`config.mk`:
```
export PLATFORM = sky130hd
export DESIGN_NAME = pc_fetch_ctrl_flat
export DESIGN_NICKNAME = d
export VERILOG_FILES = /design/src/rtl/pc_fetch_ctrl_if.sv /design/src/rtl/pc_fetch_ctrl.sv /design/src/flat_wrapper.sv
export SDC_FILE = /design/constraint.sdc
export NUM_CORES = 1
export LEC_CHECK = 0
export CAP_MARGIN = 30
export CORE_UTILIZATION = 61
export DETAILED_ROUTE_END_ITERATION = 16
export DONT_BUFFER_PORTS = 1
export HOLD_SLACK_MARGIN = 0.12
export PLACE_DENSITY = 0.82
export SYNTH_ARGS = -nofsm -noshare
export SYNTH_HDL_FRONTEND = slang
export SYNTH_SLANG_ARGS = --single-unit
```
`constraint.sdc`:
```
create_clock -name clk -period 4.8 [get_ports clk]
set_clock_uncertainty 0.05 [all_clocks]
set_input_delay 0.72 -clock clk [delete_from_list [all_inputs] [get_ports clk]]
set_output_delay 0.72 -clock clk [all_outputs]
set_load 0.05 [all_outputs]
```
`src/rtl/pc_fetch_ctrl_if.sv`:
```
`default_nettype none
// ============================================================================
// pc_fetch_ctrl_if : instruction-memory and decode handshakes of the fetch unit
// Rev 1.0
// ============================================================================
interface pc_fetch_ctrl_if #(
  parameter int XLEN = 32
);
  logic            imem_req;
  logic [XLEN-1:0] imem_addr;
  logic            imem_gnt;
  logic            imem_rvalid;
  logic [XLEN-1:0] imem_rdata;
  logic            instr_valid;
  logic [XLEN-1:0] instr;
  logic [XLEN-1:0] instr_pc;
  logic            instr_ready;

  modport master (
    output imem_req, imem_addr, instr_valid, instr, instr_pc,
    input  imem_gnt, imem_rvalid, imem_rdata, instr_ready
  );

  modport slave (
    input  imem_req, imem_addr, instr_valid, instr, instr_pc,
    output imem_gnt, imem_rvalid, imem_rdata, instr_ready
  );
endinterface
`default_nettype wire

```
`src/rtl/pc_fetch_ctrl.sv`:
```
`default_nettype none
// ============================================================================
// pc_fetch_ctrl : PC owner, single-outstanding imem fetch, decode output register
// Rev 1.0
// ============================================================================
module pc_fetch_ctrl #(
  parameter int              XLEN     = 32,
  parameter logic [XLEN-1:0] RESET_PC = '0,
  parameter int              PC_STEP  = 4
) (
  input  wire logic            clk,
  input  wire logic            rst_n,
  pc_fetch_ctrl_if.master      bus,
  output logic [XLEN-1:0]      increment_pc,
  input  wire logic [XLEN-1:0] jump_pc,
  input  wire logic            branch,
  input  wire logic            zero_bit
);

  typedef enum logic [1:0] {
    S_IDLE = 2'd0,
    S_REQ  = 2'd1,
    S_WAIT = 2'd2,
    S_HOLD = 2'd3
  } state_t;

  state_t          r_state;
  state_t          w_state_nxt;
  logic [XLEN-1:0] r_pc;
  logic [XLEN-1:0] w_pc_nxt;
  logic            r_drop;
  logic            w_drop_nxt;
  logic            w_capture;
  logic [XLEN-1:0] r_instr;
  logic [XLEN-1:0] r_instr_pc;
  logic            w_redirect;
  logic [XLEN-1:0] w_target;

  assign w_redirect   = branch & zero_bit;
  assign w_target     = jump_pc & ~{{(XLEN-2){1'b0}}, 2'b11};
  assign increment_pc = r_pc + XLEN'(PC_STEP);

  assign bus.imem_req    = (r_state == S_REQ);
  assign bus.imem_addr   = r_pc;
  assign bus.instr_valid = (r_state == S_HOLD);
  assign bus.instr       = r_instr;
  assign bus.instr_pc    = r_instr_pc;

  always_comb begin
    w_state_nxt = r_state;
    w_pc_nxt    = r_pc;
    w_drop_nxt  = r_drop;
    w_capture   = 1'b0;
    case (r_state)
      S_IDLE: begin
        w_state_nxt = S_REQ;
        if (w_redirect) w_pc_nxt = w_target;
      end
      S_REQ: begin
        if (bus.imem_gnt) begin
          w_state_nxt = S_WAIT;
          // Granted in the redirect cycle: the word in flight belongs to the old path
          if (w_redirect) begin
            w_pc_nxt   = w_target;
            w_drop_nxt = 1'b1;
          end
        end else if (w_redirect) begin
          w_pc_nxt = w_target;
        end
      end
      S_WAIT: begin
        if (bus.imem_rvalid) begin
          w_drop_nxt = 1'b0;
          if (w_redirect) begin
            w_pc_nxt    = w_target;
            w_state_nxt = S_REQ;
          end else if (r_drop) begin
            w_state_nxt = S_REQ;
          end else begin
            w_capture   = 1'b1;
            w_state_nxt = S_HOLD;
          end
        end else if (w_redirect) begin
          w_pc_nxt   = w_target;
          w_drop_nxt = 1'b1;
        end
      end
      S_HOLD: begin
        if (w_redirect) begin
          w_pc_nxt    = w_target;
          w_state_nxt = S_REQ;
        end else if (bus.instr_ready) begin
          w_pc_nxt    = increment_pc;
          w_state_nxt = S_REQ;
        end
      end
      default: w_state_nxt = S_IDLE;
    endcase
  end

  always_ff @(posedge clk or negedge rst_n) begin
    if (!rst_n) begin
      r_state    <= S_IDLE;
      r_pc       <= RESET_PC;
      r_drop     <= 1'b0;
      r_instr    <= '0;
      r_instr_pc <= '0;
    end else begin
      r_state <= w_state_nxt;
      r_pc    <= w_pc_nxt;
      r_drop  <= w_drop_nxt;
      if (w_capture) begin
        r_instr    <= bus.imem_rdata;
        r_instr_pc <= r_pc;
      end
    end
  end

endmodule
`default_nettype wire

```
`src/flat_wrapper.sv`:
```
// flat-port wrapper written by rule: the top's interface ports become plain ports
module pc_fetch_ctrl_flat 
#(
  parameter int              XLEN     = 32,
  parameter logic [XLEN-1:0] RESET_PC = '0,
  parameter int              PC_STEP  = 4
)
  (clk, rst_n, increment_pc, jump_pc, branch, zero_bit, bus_imem_req, bus_imem_addr, bus_instr_valid, bus_instr, bus_instr_pc, bus_imem_gnt, bus_imem_rvalid, bus_imem_rdata, bus_instr_ready);
  pc_fetch_ctrl_if #(.XLEN(XLEN)) bus_i ();
  input  wire logic clk;
  input  wire logic rst_n;
  output logic [XLEN-1:0] increment_pc;
  input  wire logic [XLEN-1:0] jump_pc;
  input  wire logic branch;
  input  wire logic zero_bit;
  output wire logic [$bits(bus_i.imem_req)-1:0] bus_imem_req;
  output wire logic [$bits(bus_i.imem_addr)-1:0] bus_imem_addr;
  output wire logic [$bits(bus_i.instr_valid)-1:0] bus_instr_valid;
  output wire logic [$bits(bus_i.instr)-1:0] bus_instr;
  output wire logic [$bits(bus_i.instr_pc)-1:0] bus_instr_pc;
  input wire logic [$bits(bus_i.imem_gnt)-1:0] bus_imem_gnt;
  input wire logic [$bits(bus_i.imem_rvalid)-1:0] bus_imem_rvalid;
  input wire logic [$bits(bus_i.imem_rdata)-1:0] bus_imem_rdata;
  input wire logic [$bits(bus_i.instr_ready)-1:0] bus_instr_ready;
  assign bus_imem_req = bus_i.imem_req;
  assign bus_imem_addr = bus_i.imem_addr;
  assign bus_instr_valid = bus_i.instr_valid;
  assign bus_instr = bus_i.instr;
  assign bus_instr_pc = bus_i.instr_pc;
  assign bus_i.imem_gnt = bus_imem_gnt;
  assign bus_i.imem_rvalid = bus_imem_rvalid;
  assign bus_i.imem_rdata = bus_imem_rdata;
  assign bus_i.instr_ready = bus_instr_ready;
  pc_fetch_ctrl #(.XLEN(XLEN), .RESET_PC(RESET_PC), .PC_STEP(PC_STEP)) u_core (.clk(clk), .rst_n(rst_n), .bus(bus_i), .increment_pc(increment_pc), .jump_pc(jump_pc), .branch(branch), .zero_bit(zero_bit));
endmodule
```
== Word-level counts from Yosys, hierarchy flattened ==
Cells that the tools add are included.
Widths: inputs -> output; s select.
Operators by class
  $add $sub $neg: 1
  multiply operators: 0
  divide/modulo/power cells: 0
  $lt $le $gt $ge: 0
  equal/unequal tests: 7
  shift-type cells: 0
  mux-type cells: 19
  bitwise operators: 1
  reduce and logical (&&, ||, !) cells: 6
Operators by type and width (number)
  $mux 32: 3
  $pmux 32 s2: 1
  $add 32x3->32 const B: 1
  $mux 2: 6
  $pmux 2 s4: 1
  $mux 1: 7
  $eq 2x2->1 const B: 2
  $ne 2x1->1 const B: 2
  $reduce_and 2->1: 2
  $ne 3x1->1 const B: 1
  $reduce_and 3->1: 1
  $reduce_or 3->1: 1
  $eq 2x1->1 const B: 1
  $logic_not 2->1: 1
  $ne 2x2->1 const B: 1
  $pmux 1 s2: 1
  $reduce_bool 2->1: 1
  $and 1x1->1: 1
Storage, ports and cells
  register bits: 99
  latch bits: 0
  memory bits (writable): 0
  ROM bits: 0
  bits of input ports: 71
  output and inout port bits: 130
  logic and storage cells: 39
  memories: 0

== Logic depth before layout (Yosys ltp) ==
  depth after elaboration: 4
  depth in mapped cells: 7
  gate-level depth less buffers: 6

== Worst setup path after synthesis ==
No wires, ideal clock.
  path type: reg2out
  from: reg u_core.r_pc[2], in the netlist u_core.bus.imem_addr[2]
  to: out increment_pc[28]
  arrival time: 2.706 ns
  required time: 4.030 ns
  path slack: 1.324 ns
  stages on the path, launching flop included: 6
  buffers on the path: 0
  path through: dfrtp_1 -> ha_1 -> nand3_1 -> nor4_1 -> nand2_1 -> xnor2_1
On the way
  longest elaborated chain between the ends: 1
RTL lines
  start, declared: RTL line pc_fetch_ctrl.sv:29  | logic [XLEN-1:0] r_pc;
  start signal, assigned: RTL line pc_fetch_ctrl.sv:110  | r_pc <= w_pc_nxt;
  $add 32x3->32: RTL line pc_fetch_ctrl.sv:41  | assign increment_pc = r_pc + XLEN'(PC_STEP);
  end, declared: RTL line flat_wrapper.sv:12  | output logic [XLEN-1:0] increment_pc;
Every way passes these cells.

== Final worst setup path ==
  from: reg u_core.r_pc[11], in the netlist u_core.bus.imem_addr[11]
  to: out increment_pc[25]
The elaborated chain is that of the path after synthesis.

==> flow_summary_export.csv <==
group,metric,value,unit
outcome,status,"finished, final reports clean",
layout,layout_commonest_cell,"dfrtp_1",
layout,fin_area,0.00524,mm2
power,p_switching,2040,uW
cts,cts.repair.resized,0,
synthesis,yosysTopAreaCell,"dfrtp_1",
floorplan,rows,32,
worst_setup_path,critical_path_buf_inv_count,1,
sta,clock.fmax,252,MHz
sta,finalCriticalPeriod,3960,ps
global_routing,grt_usage,0.294,
synthesis,ys_seq_elements,95,
worst_setup_path,crit_chain,"nand4_1 -> nor4_1 -> nand4_1 -> xnor2_1 -> buf_4",
global_routing,antenna_found_initial,0,
worst_setup_path,crit_type,"reg2out",
power,p_leak,0.00225,uW
layout,diodes,0,
power,cellInternalPower,1650,uW
synthesis,synth_area_leaders,"dfrtp_1, mux2_2, xnor2_1",
worst_setup_path,cp_common_cell,"nand4_1",
floorplan,die_w,91.1,um
power,power_frac_seq,0.631,
routing,drt_pass1_iterations,4,
worst_setup_path,cp_data_arrival_time,3190,ps
synthesis,seq_area_frac_synth,0.490,
power,ir_worst_vdd,0.452,mV
floorplan,coreArea,0.00769,mm2
floorplan,pin_count,201,
routing,drt-wirelength-per-cell,20.8,um
synthesis,synth_area,0.00485,mm2
synthesis,yosysUniqueCellTypes,40,
power,pwr-share-clk,0.151,
global_routing,grt_max_degree,96,
power,power_switching_share,0.553,
cts,cts_tree,"built",
layout,layout-drive-gt1-share,0.235,
sta,relSlewSlack,0.292,
sta,fin_hold_ws,185,ps
sta,finalCritPeriodShare,0.825,
flow_run,drv_cap,0,
placed_design,port_buffers,0,
synthesis,synthCells,451,
power,comb_power_share,0.218,
worst_setup_path,crit_required,4030,ps
layout,utilization,0.681,
cts,clock_path_buffers,2,
worst_setup_path,critPathLaunchType,"register",
worst_setup_path,max_stage_delay,890,ps
synthesis,yosysTopAreaCellShare,0.490,
layout,fill_cells,583,
placed_design,hpwlAfterDp,8310,um
layout,layout_common_cells,"dfrtp_1, mux2_2, nand2_1",
cts,clock-sinks,95,
worst_setup_path,worst-path-max-fanout,7,
floorplan,dieHeight,91.1,um
power,power.density,705,mW/mm2
cts,cts-root-buf,"clkbuf_8",
synthesis,ys_warn_count,0,
global_routing,grt.overflow.total,0,
global_routing,grt_pass1_vias,3728,
synthesis,synth.avg_cell_area,10.7,um2
sta,finalSetupTns,0,ps
placed_design,placed_area,0.00500,mm2
layout,syn2layout_area_growth,8.00,%
routing,vias,3554,
sta,maxSlewViolCount,0,
cts,path_clk_slew,110,ps
worst_setup_path,critical_path.top_delay_family,"simple AND/OR/NAND/NOR gates",
cts,cts_made_buffers,9,
sta,hold_viol,0,
sta,rsz0062_at_grt,"no",
power,finalPower,3690,uW
floorplan,start_util,0.631,
layout,fin_nets,530,
worst_setup_path,cp-end-kind,"primary output",
routing,ant_nets,0,
routing,drt_wl_total,11700,um
routing,drt_iter0_drc,175,
routing,drc,0,
placed_design,place_congestion,0.807,
cts,clk_latency,370,ps
global_routing,grt_pass1_wl,18900,um
floorplan,dieArea,0.00831,mm2
sta,finalSetupViolCount,0,
worst_hold_path,hold_path.class,"in2async",
cts,cts_htree_levels,3,
sta,worst_slew_pin_slew,1060,ps
worst_setup_path,cpMaxStageDelayCell,"nor4_1",
routing,routed_via_density,6.34,
==> worst register-to-register path, stage by stage (launching register included) <==
cell and delay (ps):
dfrtp_1 420, ha_1 650, and2_1 590, nand3_1 350
or4_1 560, a31oi_1 190
==> cells in the mapped netlist (all sizes together) <==
cell     number
dfrtp        95
mux2         60
nand2        40
nor2         30
xnor2        25
buf          23
o21ai        21
a31oi        19
nand4        17
nand3        16
clkbuf       15
xor2         15
and4          9
o31ai         8
or4           8
inv           7
nor4          7
nor3          6
and2          5
ha            5
and3          4
or3           3
a21oi         2
nand4b        2
a21o          1
a221o         1
a2bb2oi       1
a31o          1
conb          1
mux2i         1
nand2b        1
o211ai        1
or2           1
==> per-stage QoR <==
step,instances,worst slack [ps]
6_report,561,839
3_3_place_gp,537,1320
5_1_grt,561,628
2_1_floorplan,456,1320
3_5_place_dp,544,1250
4_1_cts,561,855
==> routing by layer <==
layer	global-route usage	part of all wire	vias up
met2	0.496	0.52	183
met3	0.0863	0.088	22
li1	-	-	1605
met4	0.142	0.021	0
met5	0	0	-
met1	0.344	0.37	1744
==> worst paths after layout <==
check / from / end / slack, ps / depth (start not counted)
setup / recovery: u_core.bus.imem_addr[11] / increment_pc[25] / 840 / 5
setup reg to reg: u_core.r_state[0] / u_core.bus.imem_addr[24] / 1920 / 5
max in group asynchronous: rst_n / u_core.bus.instr[23] / 4090 / 1
hold reg to reg: u_core.r_state[1] / u_core.r_state[1] / 530 / 1
min in group clk: bus_imem_rvalid / u_core.r_drop / 410 / 1
hold / removal: rst_n / u_core.bus.instr[15] / 190 / 1
==> registers in the layout, indices dropped and copies added, names as in the netlist <==
register	cells
u_core.r_state	2
u_core.r_drop	1
u_core.bus.instr	32
u_core.bus.imem_addr	30
u_core.bus.instr_pc	30
==> layout make-up <==
type	count	area [um2]	area share
Clock buffer	9	124	0.0237
Clock inverter	7	86.3	0.0165
Inverter	7	26.3	0.00502
Multi-Input combinational cell	316	2270	0.433
Sequential cell	95	2380	0.454
Tap cell	102	128	0.0244
Timing Repair Buffer	25	228	0.0435
==> power groups by stage <==
stage	Clock (uW)	Combinational (uW)	Sequential, uW
6_report	559	805	2330
5_1_grt	601	869	2370
4_1_cts	569	812	2330
3_5_place_dp	0	792	2350
3_3_place_gp	0	726	2320
2_1_floorplan	0	693	2240
==> logic make-up after synthesis <==
group,after synthesis,synth area share
simple gates,149,0.164
buf+inv,45,0.0485
compound gates,55,0.0694
xor+xnor,40,0.0723
mux,61,0.141
fa+ha+maj,5,0.0129
flops,95,0.490
other cells,1,0.000774
==> what timing repair did <==
action | in CTS | in global routing
setup buffers | 0 | 0
endpoints found under the setup margin | 0 | 0
endpoints found under the hold margin | 95 | 0
hold buffers | 1 | 0
Note: power is estimated with default switching activity, not from simulation.
